## config.mk

```make
export PLATFORM = sky130hd
export DESIGN_NAME = wb_commit_queue
export DESIGN_NICKNAME = d
export VERILOG_FILES = /design/src/rtl/wb_pkg.sv /design/src/rtl/wb_fifo.sv /design/src/rtl/wb_commit_queue.sv
export SDC_FILE = /design/constraint.sdc
export NUM_CORES = 1
export LEC_CHECK = 0
export ABC_CLOCK_PERIOD_IN_PS = 5700
export CORE_MARGIN = 5
export CORE_UTILIZATION = 35
export CTS_CLUSTER_SIZE = 20
export DETAILED_ROUTE_END_ITERATION = 16
export SYNTH_ARGS = -nofsm -noshare
export SYNTH_HDL_FRONTEND = slang
export SYNTH_HIERARCHICAL = 1
export SYNTH_SLANG_ARGS = --single-unit
export TNS_END_PERCENT = 30
```

## constraint.sdc

```tcl
create_clock -name clk -period 5.7 [get_ports clk]
set_clock_uncertainty 0.2 [all_clocks]
set_input_delay 0.57 -clock clk [delete_from_list [all_inputs] [get_ports clk]]
set_output_delay 0.57 -clock clk [all_outputs]
set_load 0.05 [all_outputs]
```

## src/rtl/wb_pkg.sv

```systemverilog
// Shared types and helpers for the write-back commit queue.
// Defines the FIFO entry layout, the x0 register address and a constant clog2 helper.
package wb_pkg;

  localparam int WB_AW = 5;
  localparam int WB_DW = 32;

  localparam logic [WB_AW-1:0] RV_X0 = 5'd0;

  typedef struct packed {
    logic [WB_AW-1:0] rd;
    logic [WB_DW-1:0] data;
  } wb_entry_t;

  function automatic int wb_clog2(input int n);
    int r;
    r = 0;
    for (int i = 0; i < 32; i++) begin
      if ((1 << r) < n) r = r + 1;
    end
    return r;
  endfunction

endpackage

```

## src/rtl/wb_fifo.sv

```systemverilog
// Small power-of-two FIFO holding long-latency results until the write port is free.
// Pushes into a full FIFO and pops from an empty one are ignored.
module wb_fifo
  import wb_pkg::*;
#(
  parameter int  DEPTH   = 4,
  parameter type entry_t = wb_entry_t,
  localparam int PW      = wb_clog2(DEPTH),
  localparam int CW      = wb_clog2(DEPTH) + 1
) (
  input  logic          clk,
  input  logic          rst_n,
  input  logic          push,
  input  entry_t        wdata,
  input  logic          pop,
  output entry_t        rdata,
  output logic          full,
  output logic          empty,
  output logic [CW-1:0] count
);

  entry_t        mem [DEPTH];
  logic [PW-1:0] wptr;
  logic [PW-1:0] rptr;
  logic          do_push;
  logic          do_pop;

  assign full    = (count == CW'(DEPTH));
  assign empty   = (count == '0);
  assign do_push = push && !full;
  assign do_pop  = pop && !empty;
  assign rdata   = mem[rptr];

  // Pointers wrap naturally because DEPTH is a power of two.
  always_ff @(posedge clk or negedge rst_n) begin
    if (!rst_n) begin
      wptr  <= '0;
      rptr  <= '0;
      count <= '0;
    end else begin
      if (do_push) wptr <= wptr + 1'b1;
      if (do_pop)  rptr <= rptr + 1'b1;
      count <= count + CW'(do_push) - CW'(do_pop);
    end
  end

  always_ff @(posedge clk) begin
    if (do_push) mem[wptr] <= wdata;
  end

endmodule

```

## src/rtl/wb_commit_queue.sv

```systemverilog
// Write-back arbiter and pending-register scoreboard in front of the register file write port.
// Optional macro WB_FWD_EN forwards the value being committed to decode queries in the commit cycle.
module wb_commit_queue
  import wb_pkg::*;
#(
  parameter int  DEPTH = 4,
  parameter int  AW    = WB_AW,
  parameter int  DW    = WB_DW,
  localparam int CW    = wb_clog2(DEPTH) + 1
) (
  input  logic          clk,
  input  logic          rst,
  input  logic          iss_valid,
  input  logic [AW-1:0] iss_rd,
  input  logic          lat_valid,
  input  logic [AW-1:0] lat_rd,
  input  logic [DW-1:0] lat_data,
  output logic          lat_ready,
  input  logic          alu_we,
  input  logic [AW-1:0] alu_rd,
  input  logic [DW-1:0] alu_data,
  output logic          rf_we,
  output logic [AW-1:0] rf_waddr,
  output logic [DW-1:0] rf_wdata,
  input  logic [AW-1:0] q_rs1,
  input  logic [AW-1:0] q_rs2,
  input  logic [AW-1:0] q_rd,
  output logic          stall,
  output logic          fwd_hit1,
  output logic          fwd_hit2,
  output logic [DW-1:0] fwd_data,
  output logic [CW-1:0] count
);

  typedef struct packed {
    logic [AW-1:0] rd;
    logic [DW-1:0] data;
  } entry_t;

  logic            full;
  logic            empty;
  logic            push;
  logic            alu_win;
  logic            fifo_commit;
  entry_t          lat_entry;
  entry_t          head;
  logic [2**AW-1:0] pend;
  logic [2**AW-1:0] pend_next;
  logic            hit1;
  logic            hit2;
  logic            hit3;

  assign alu_win     = alu_we && (alu_rd != AW'(RV_X0));
  assign lat_ready   = !full;
  // x0 results are handshaken but never stored, so they can never reach the port.
  assign push        = lat_valid && !full && (lat_rd != AW'(RV_X0));
  assign fifo_commit = !alu_win && !empty;
  assign lat_entry   = '{rd: lat_rd, data: lat_data};

  wb_fifo #(
    .DEPTH   (DEPTH),
    .entry_t (entry_t)
  ) u_fifo (
    .clk   (clk),
    .rst_n (rst),
    .push  (push),
    .wdata (lat_entry),
    .pop   (fifo_commit),
    .rdata (head),
    .full  (full),
    .empty (empty),
    .count (count)
  );

  always_comb begin
    rf_we    = 1'b0;
    rf_waddr = '0;
    rf_wdata = '0;
    if (alu_win) begin
      rf_we    = 1'b1;
      rf_waddr = alu_rd;
      rf_wdata = alu_data;
    end else if (!empty) begin
      rf_we    = 1'b1;
      rf_waddr = head.rd;
      rf_wdata = head.data;
    end
  end

  // A new issue to the register being retired this cycle must stay pending.
  always_comb begin
    pend_next = pend;
    if (fifo_commit) pend_next[head.rd] = 1'b0;
    if (iss_valid && (iss_rd != AW'(RV_X0))) pend_next[iss_rd] = 1'b1;
    pend_next[0] = 1'b0;
  end

  always_ff @(posedge clk or negedge rst) begin
    if (!rst) pend <= '0;
    else      pend <= pend_next;
  end

`ifdef WB_FWD_EN
  assign hit1     = rf_we && (rf_waddr != AW'(RV_X0)) && (q_rs1 == rf_waddr);
  assign hit2     = rf_we && (rf_waddr != AW'(RV_X0)) && (q_rs2 == rf_waddr);
  assign hit3     = rf_we && (rf_waddr != AW'(RV_X0)) && (q_rd  == rf_waddr);
  assign fwd_data = rf_wdata;
`else
  assign hit1     = 1'b0;
  assign hit2     = 1'b0;
  assign hit3     = 1'b0;
  assign fwd_data = '0;
`endif

  assign fwd_hit1 = hit1;
  assign fwd_hit2 = hit2;

  // Without forwarding the register file still returns the old value during the commit cycle.
  assign stall = (pend[q_rs1] && !hit1) || (pend[q_rs2] && !hit2) ||
                 (pend[q_rd] && !hit3) || (count == CW'(DEPTH));

endmodule

```

After elaboration in Yosys (flattened, before gate mapping)
Memory sizes are Yosys's and may differ from the RTL's.
Index checks and enable logic that the tools add are counted.
{ "word_totals": {"ff_bits": 38, "ramBits": 148, "in_bits": 99, "word_cells": 59, "memories": 1} }
{ "op_classes": {"add_sub_neg": 4, "order_cmp": 7, "n_eq_ne": 1, "n_mux": 20, "bitwise_logic": 3, "reduce_logical": 19} }
{ "mem_list": {"columns": ["name", "words", "width", "read_ports", "rd_ports_with_merged_regs", "wr", "line", "source"], "rows": [
  ["u_fifo.mem", 4, 37, 1, 0, 1, "wb_fifo.sv:22", "entry_t mem [DEPTH];"]
]} }
{ "ops": {"columns": ["operator", "n"], "rows": [
  ["two-way mux 32 bit", 4],
  ["AND 32 bit", 1],
  ["NOT 32 bit", 1],
  ["bitwise OR 32 bit", 1],
  ["less-than comparator 5 x 6 -> 1 bit (second input constant)", 5],
  ["binary-select mux 1 bit (select 5 bit)", 3],
  ["nonzero test 5 bit", 3],
  ["demux 1 bit (select 5 bit)", 2],
  ["greater-or-equal comparator 5 x 1 -> 1 bit (second input constant)", 2],
  ["two-way mux 5 bit", 2],
  ["logical AND 1 bit", 9],
  ["two-way mux 1 bit", 9],
  ["adder 2 x 1 -> 2 bit (second input constant)", 2],
  ["adder 3 x 1 -> 3 bit", 1],
  ["equality test 3 bit (second input constant)", 1],
  ["logical NOT 1 bit", 3],
  ["logical NOT 3 bit", 1],
  ["logical OR 1 bit", 3],
  ["subtractor 3 x 1 -> 3 bit", 1]
]} }

Logic depth before layout (Yosys ltp)
An unclocked memory read counts as a cell.
{ "logic_depth": {"ltp_word": 10, "ltp_mapped": 12} }

Hierarchy
Netlist, hierarchy kept.
{ "by_module_without_submodules": {"columns": ["mod", "instances", "cells_each", "area_per_inst_um2", "seq_area_each_um2"], "rows": [
  ["wb_fifo", 1, 235, 5800.6, 4619.4],
  ["wb_commit_queue", 1, 380, 3124.2, 775.7]
]} }

Worst setup path before layout
No wires, ideal clock.
{ "synth_path": {"path_type": "flip-flop to flip-flop", "from": "register u_fifo.count[1]", "to": "register u_fifo.count[2]", "arrival_time_ns": 3.003, "required_ns": 5.354, "path_slack_ns": 2.350, "path_stages_with_launch": 12, "path_cell_list": "dfrtp_1 > clkbuf_1 > nor3b_2 > inv_1 > o311a_1 > nand2b_1 > ha_1 > inv_1 > ha_1 > fa_1 > xor2_1 > xnor2_1"} }
{ "synth_between": {"elab_chain_cells": 7} }
{ "synth_lines": {"columns": ["element", "line", "source"], "rows": [
  ["start: declaration", "wb_fifo.sv:19", "output logic [CW-1:0] count"],
  ["start signal: assignment", "wb_fifo.sv:43", "count <= count + CW'(do_push) - CW'(do_pop);"],
  ["equality test 3 bit", "wb_fifo.sv:28", "assign full = (count == CW'(DEPTH));"],
  ["via full", "wb_commit_queue.sv:40", "logic full;"],
  ["logical NOT 1 bit", null, null],
  ["via lat_ready", "wb_commit_queue.sv:18", "output logic lat_ready,"],
  ["logical AND 1 bit (2 in a row)", "wb_commit_queue.sv:56", "assign push = lat_valid && !full && (lat_rd != AW'(RV_X0));"],
  ["via push", "wb_commit_queue.sv:42", "logic push;"],
  ["logical AND 1 bit", "wb_fifo.sv:30", "assign do_push = push && !full;"],
  ["adder 3 x 1 -> 3 bit", "wb_fifo.sv:43", null],
  ["subtractor 3 x 1 -> 3 bit", "wb_fifo.sv:43", null]
]} }
The timed path passes the listed nets, and every way through them passes these cells.
A chain may end at the register's enable or synchronous reset.

Worst setup path after layout
{ "layout_path": {"from": "input port q_rd[2]", "to": "output port stall"} }
{ "layout_between": {"elab_chain_cells": 4} }
{ "layout_lines": {"columns": ["element", "line", "source"], "rows": [
  ["start: declaration", "wb_commit_queue.sv:27", "input logic [AW-1:0] q_rd,"],
  ["binary-select mux 1 bit (select 5 bit)", "wb_commit_queue.sv:120", "(pend[q_rd] && !hit3) || (count == CW'(DEPTH));"],
  ["two-way mux 1 bit (implied by the code)", "wb_commit_queue.sv:120", null],
  ["logical OR 1 bit", "wb_commit_queue.sv:119", "assign stall = (pend[q_rs1] && !hit1) || (pend[q_rs2] && !hit2) ||"],
  ["logical OR 1 bit", "wb_commit_queue.sv:120", null],
  ["end: declaration", "wb_commit_queue.sv:28", "output logic stall,"]
]} }
No other way between the ends. The select of a mux whose other input is x is not followed.

==> flow_metrics.env <==
export IMPL_grt_pass1_wl_mm=33.64
export IMPL_fp_dieW_microns=169.7
export IMPL_period_minus_slack_ns=4.390
export IMPL_postCtsHoldBufs=0
export IMPL_synth_area_leaders="edfxtp_1 50%, mux4_2 12%, dfrtp_1 11%, o21ai_0 3.5%, nand2_1 3.2%"
export IMPL_detail_route_wl_per_cell_microns=19.93
export IMPL_portBuffers=141
export IMPL_hold_path_class="in -> async"
export IMPL_syn_cell_area_sq_um=8925
export IMPL_antenna_found_initial=1
export IMPL_avgSynthCellArea_sq_um=14.51
export IMPL_drv_cap=0
export IMPL_routed_wirelength_mm=21.82
export IMPL_numCtsBuffers=17
export IMPL_syn_inst=615
export IMPL_grt_setup_unrepaired="false"
export IMPL_p_per_area_nw_per_um2=490.0
export IMPL_hold_ws_ns=0.06006
export IMPL_die_h_microns=169.7
export IMPL_syn_to_final_growth_pct=24.65
export IMPL_grtUsageTotal=0.1529
export IMPL_endpoint_kind="primary output"
export IMPL_h_tree_depth=4
export IMPL_ant_nets=0
export IMPL_io_pins=176
export IMPL_cts_tree="yes"
export IMPL_ys_top_cells_by_count="148 x edfxtp_1, 76 x nand2_1, 62 x o21ai_0"
export IMPL_fin_cells=1095
export IMPL_leakagePower_nw=3.917
export IMPL_fin_nets=858
export IMPL_drv_slew=0
export IMPL_synth_most_common_cell="edfxtp_1"
export IMPL_clk_latency_ns=0.42
export IMPL_setup_tns_ns=0
export IMPL_post_cts_buffers=0
export IMPL_outcome="finished clean"
export IMPL_start_kind="input pin"
export IMPL_synth_edf_count=148
export IMPL_viasPerCell=5.138
export IMPL_drcViolationCount=0
export IMPL_cp_max_fo=9
export IMPL_core_sq_um=25180
export IMPL_yosys_warnings=6
export IMPL_synth_top_area_frac=0.4980
export IMPL_dp_hpwl_mm=14.97
export IMPL_synth_seq_cells=186
export IMPL_grt_overflow_total=0
export IMPL_dp_cells=1063
export IMPL_die_area_sq_um=28790
export IMPL_timing_max_slew_rel_slack=0.2784
export IMPL_cts_root_buf="clkbuf_16"
export IMPL_gp_congestion=0.8169
export IMPL_hold_violations=0
export IMPL_arrival_ns=3.62
export IMPL_drt_iter0_drc=488
export IMPL_clk_pin_slew_ns=0.07
export IMPL_rr_worst_depth=10
export IMPL_ys_seq_area_frac=0.6045
export IMPL_synthFlopType="edfxtp_1"
export IMPL_synth_cell_types=58
export IMPL_synth_largest_area_cell="edfxtp_1"
export IMPL_crit_required_ns=4.93
export IMPL_ctsResizeCount=0
export IMPL_start_util=0.3544
export IMPL_cts_num_sinks=186
export IMPL_period_share=0.7702
export IMPL_setup_viol=0
export IMPL_rows=58
export IMPL_worstMarginPinSlew_ns=1.082
export IMPL_firstDrtPassIters=5
export IMPL_layout_drive_gt1_share=0.1490
export IMPL_fmax_mhz=227.8
export IMPL_critPathKind="in -> out"
export IMPL_grt_max_degree=39
export IMPL_synthArstFlopShare=0.2043
export IMPL_antenna_cells=0
export IMPL_grt_pass1_vias=5836
export IMPL_vdd_drop_max_mv=0.2715
export IMPL_clk_path_buf_depth=2
export IMPL_vias=5626
-- layer usage --
metal / global-route usage / vias up / part of all wire
met2: 0.2487 / 217 / 0.48
met5: 0 / - / 0.00055
met1: 0.2012 / 2807 / 0.42
li1: - / 2579 / -
met4: 0.03010 / 2 / 0.0082
met3: 0.05264 / 21 / 0.084
-- where the power goes --
group | total [W] | internal [W] | switching [W]
clock network | 0.00119 | 0.000662 | 0.000527
logic | 0.00212 | 0.000904 | 0.00121
registers | 0.00215 | 0.00184 | 0.000310
-- path summary, 6_finish.rpt --
path                                 start  slack [ns]              end
setup reg to reg           u_fifo/count[1]        2.33  u_fifo/count[2]
hold reg to reg                   pend[20]        0.37         pend[20]
hold / removal                         rst        0.06         pend[23]
setup / recovery                   q_rd[2]        1.31            stall
max in group asynchronous              rst        4.61   u_fifo/rptr[1]
min in group clk                  pend[20]        0.37         pend[20]
-- logic make-up (layout without fill, tap and decap cells) --
family | Yosys count | after routing | share of synthesized area
buf+inv | 73 | 190 | 0.05215
other cells | 1 | 34 | 0.0004202
fa+ha+maj | 7 | 7 | 0.01065
flops | 186 | 186 | 0.6045
mux | 68 | 68 | 0.1500
xor+xnor | 4 | 4 | 0.003926
simple gates | 187 | 187 | 0.1185
compound gates | 89 | 89 | 0.05986
-- metrics by stage --
| stage | area, sq um | utilization | total power (W) | worst slack (ns) |
|---|---|---|---|---|
| final | 11120 | 0.4418 | 0.005451 | 1.310 |
| after global routing | 11120 | 0.4418 | 0.005769 | 1.218 |
| after CTS | 11120 | 0.4418 | 0.005516 | 1.303 |
| after detailed placement | 10530 | 0.4180 | 0.004322 | 1.302 |
| after global placement | 10530 | 0.4180 | 0.004303 | 1.332 |
| after floorplan | 9049 | - | 0.003602 | 2.350 |
-- state kept, by name (all words and copies together) (netlist names) --
name / flops
pend: 31
u_fifo/count: 3
u_fifo/mem: 148
u_fifo/rptr: 2
u_fifo/wptr: 2
-- worst max-delay path, cell delays in order --
cell and delay [ns]:
clkdlybuf4s50_1 0.83, mux4_2 0.56, mux2_2 0.28, nand3_2 0.07, nand4_1 0.07, or4_1 0.53
clkdlybuf4s50_1 0.72
-- final cells by class --
class / count / area (sq um)
fillers: 2321 / 14060
flip-flops and latches: 186 / 5398
clock inverters: 15 / 173.9
inverters: 8 / 30.03
repair buffers: 150 / 1474
well taps: 330 / 412.9
multi-input cells: 389 / 3211
clock buffers: 17 / 425.4
-- layout by cell type, fill, tap and decap left out, types with 4 or more instances in the layout --
master           count
nand3b_1            38
nand4b_1             4
o21ai_0             62
ha_1                 6
nand3_1             10
nand2_1             76
clkdlybuf4s50_1    140
or4_1                4
clkbuf_16           17
mux2i_1             12
nor2b_1             11
mux4_2              47
dfrtp_1             36
nand2b_1            13
inv_6                5
edfxtp_1           148
and3b_2              4
inv_1                8
mux2_2               5
conb_1              34
nor2_1               7
buf_4                9
o2111ai_1            4
or3_1                5
No activity file was read; power rests on OpenSTA's default activity.
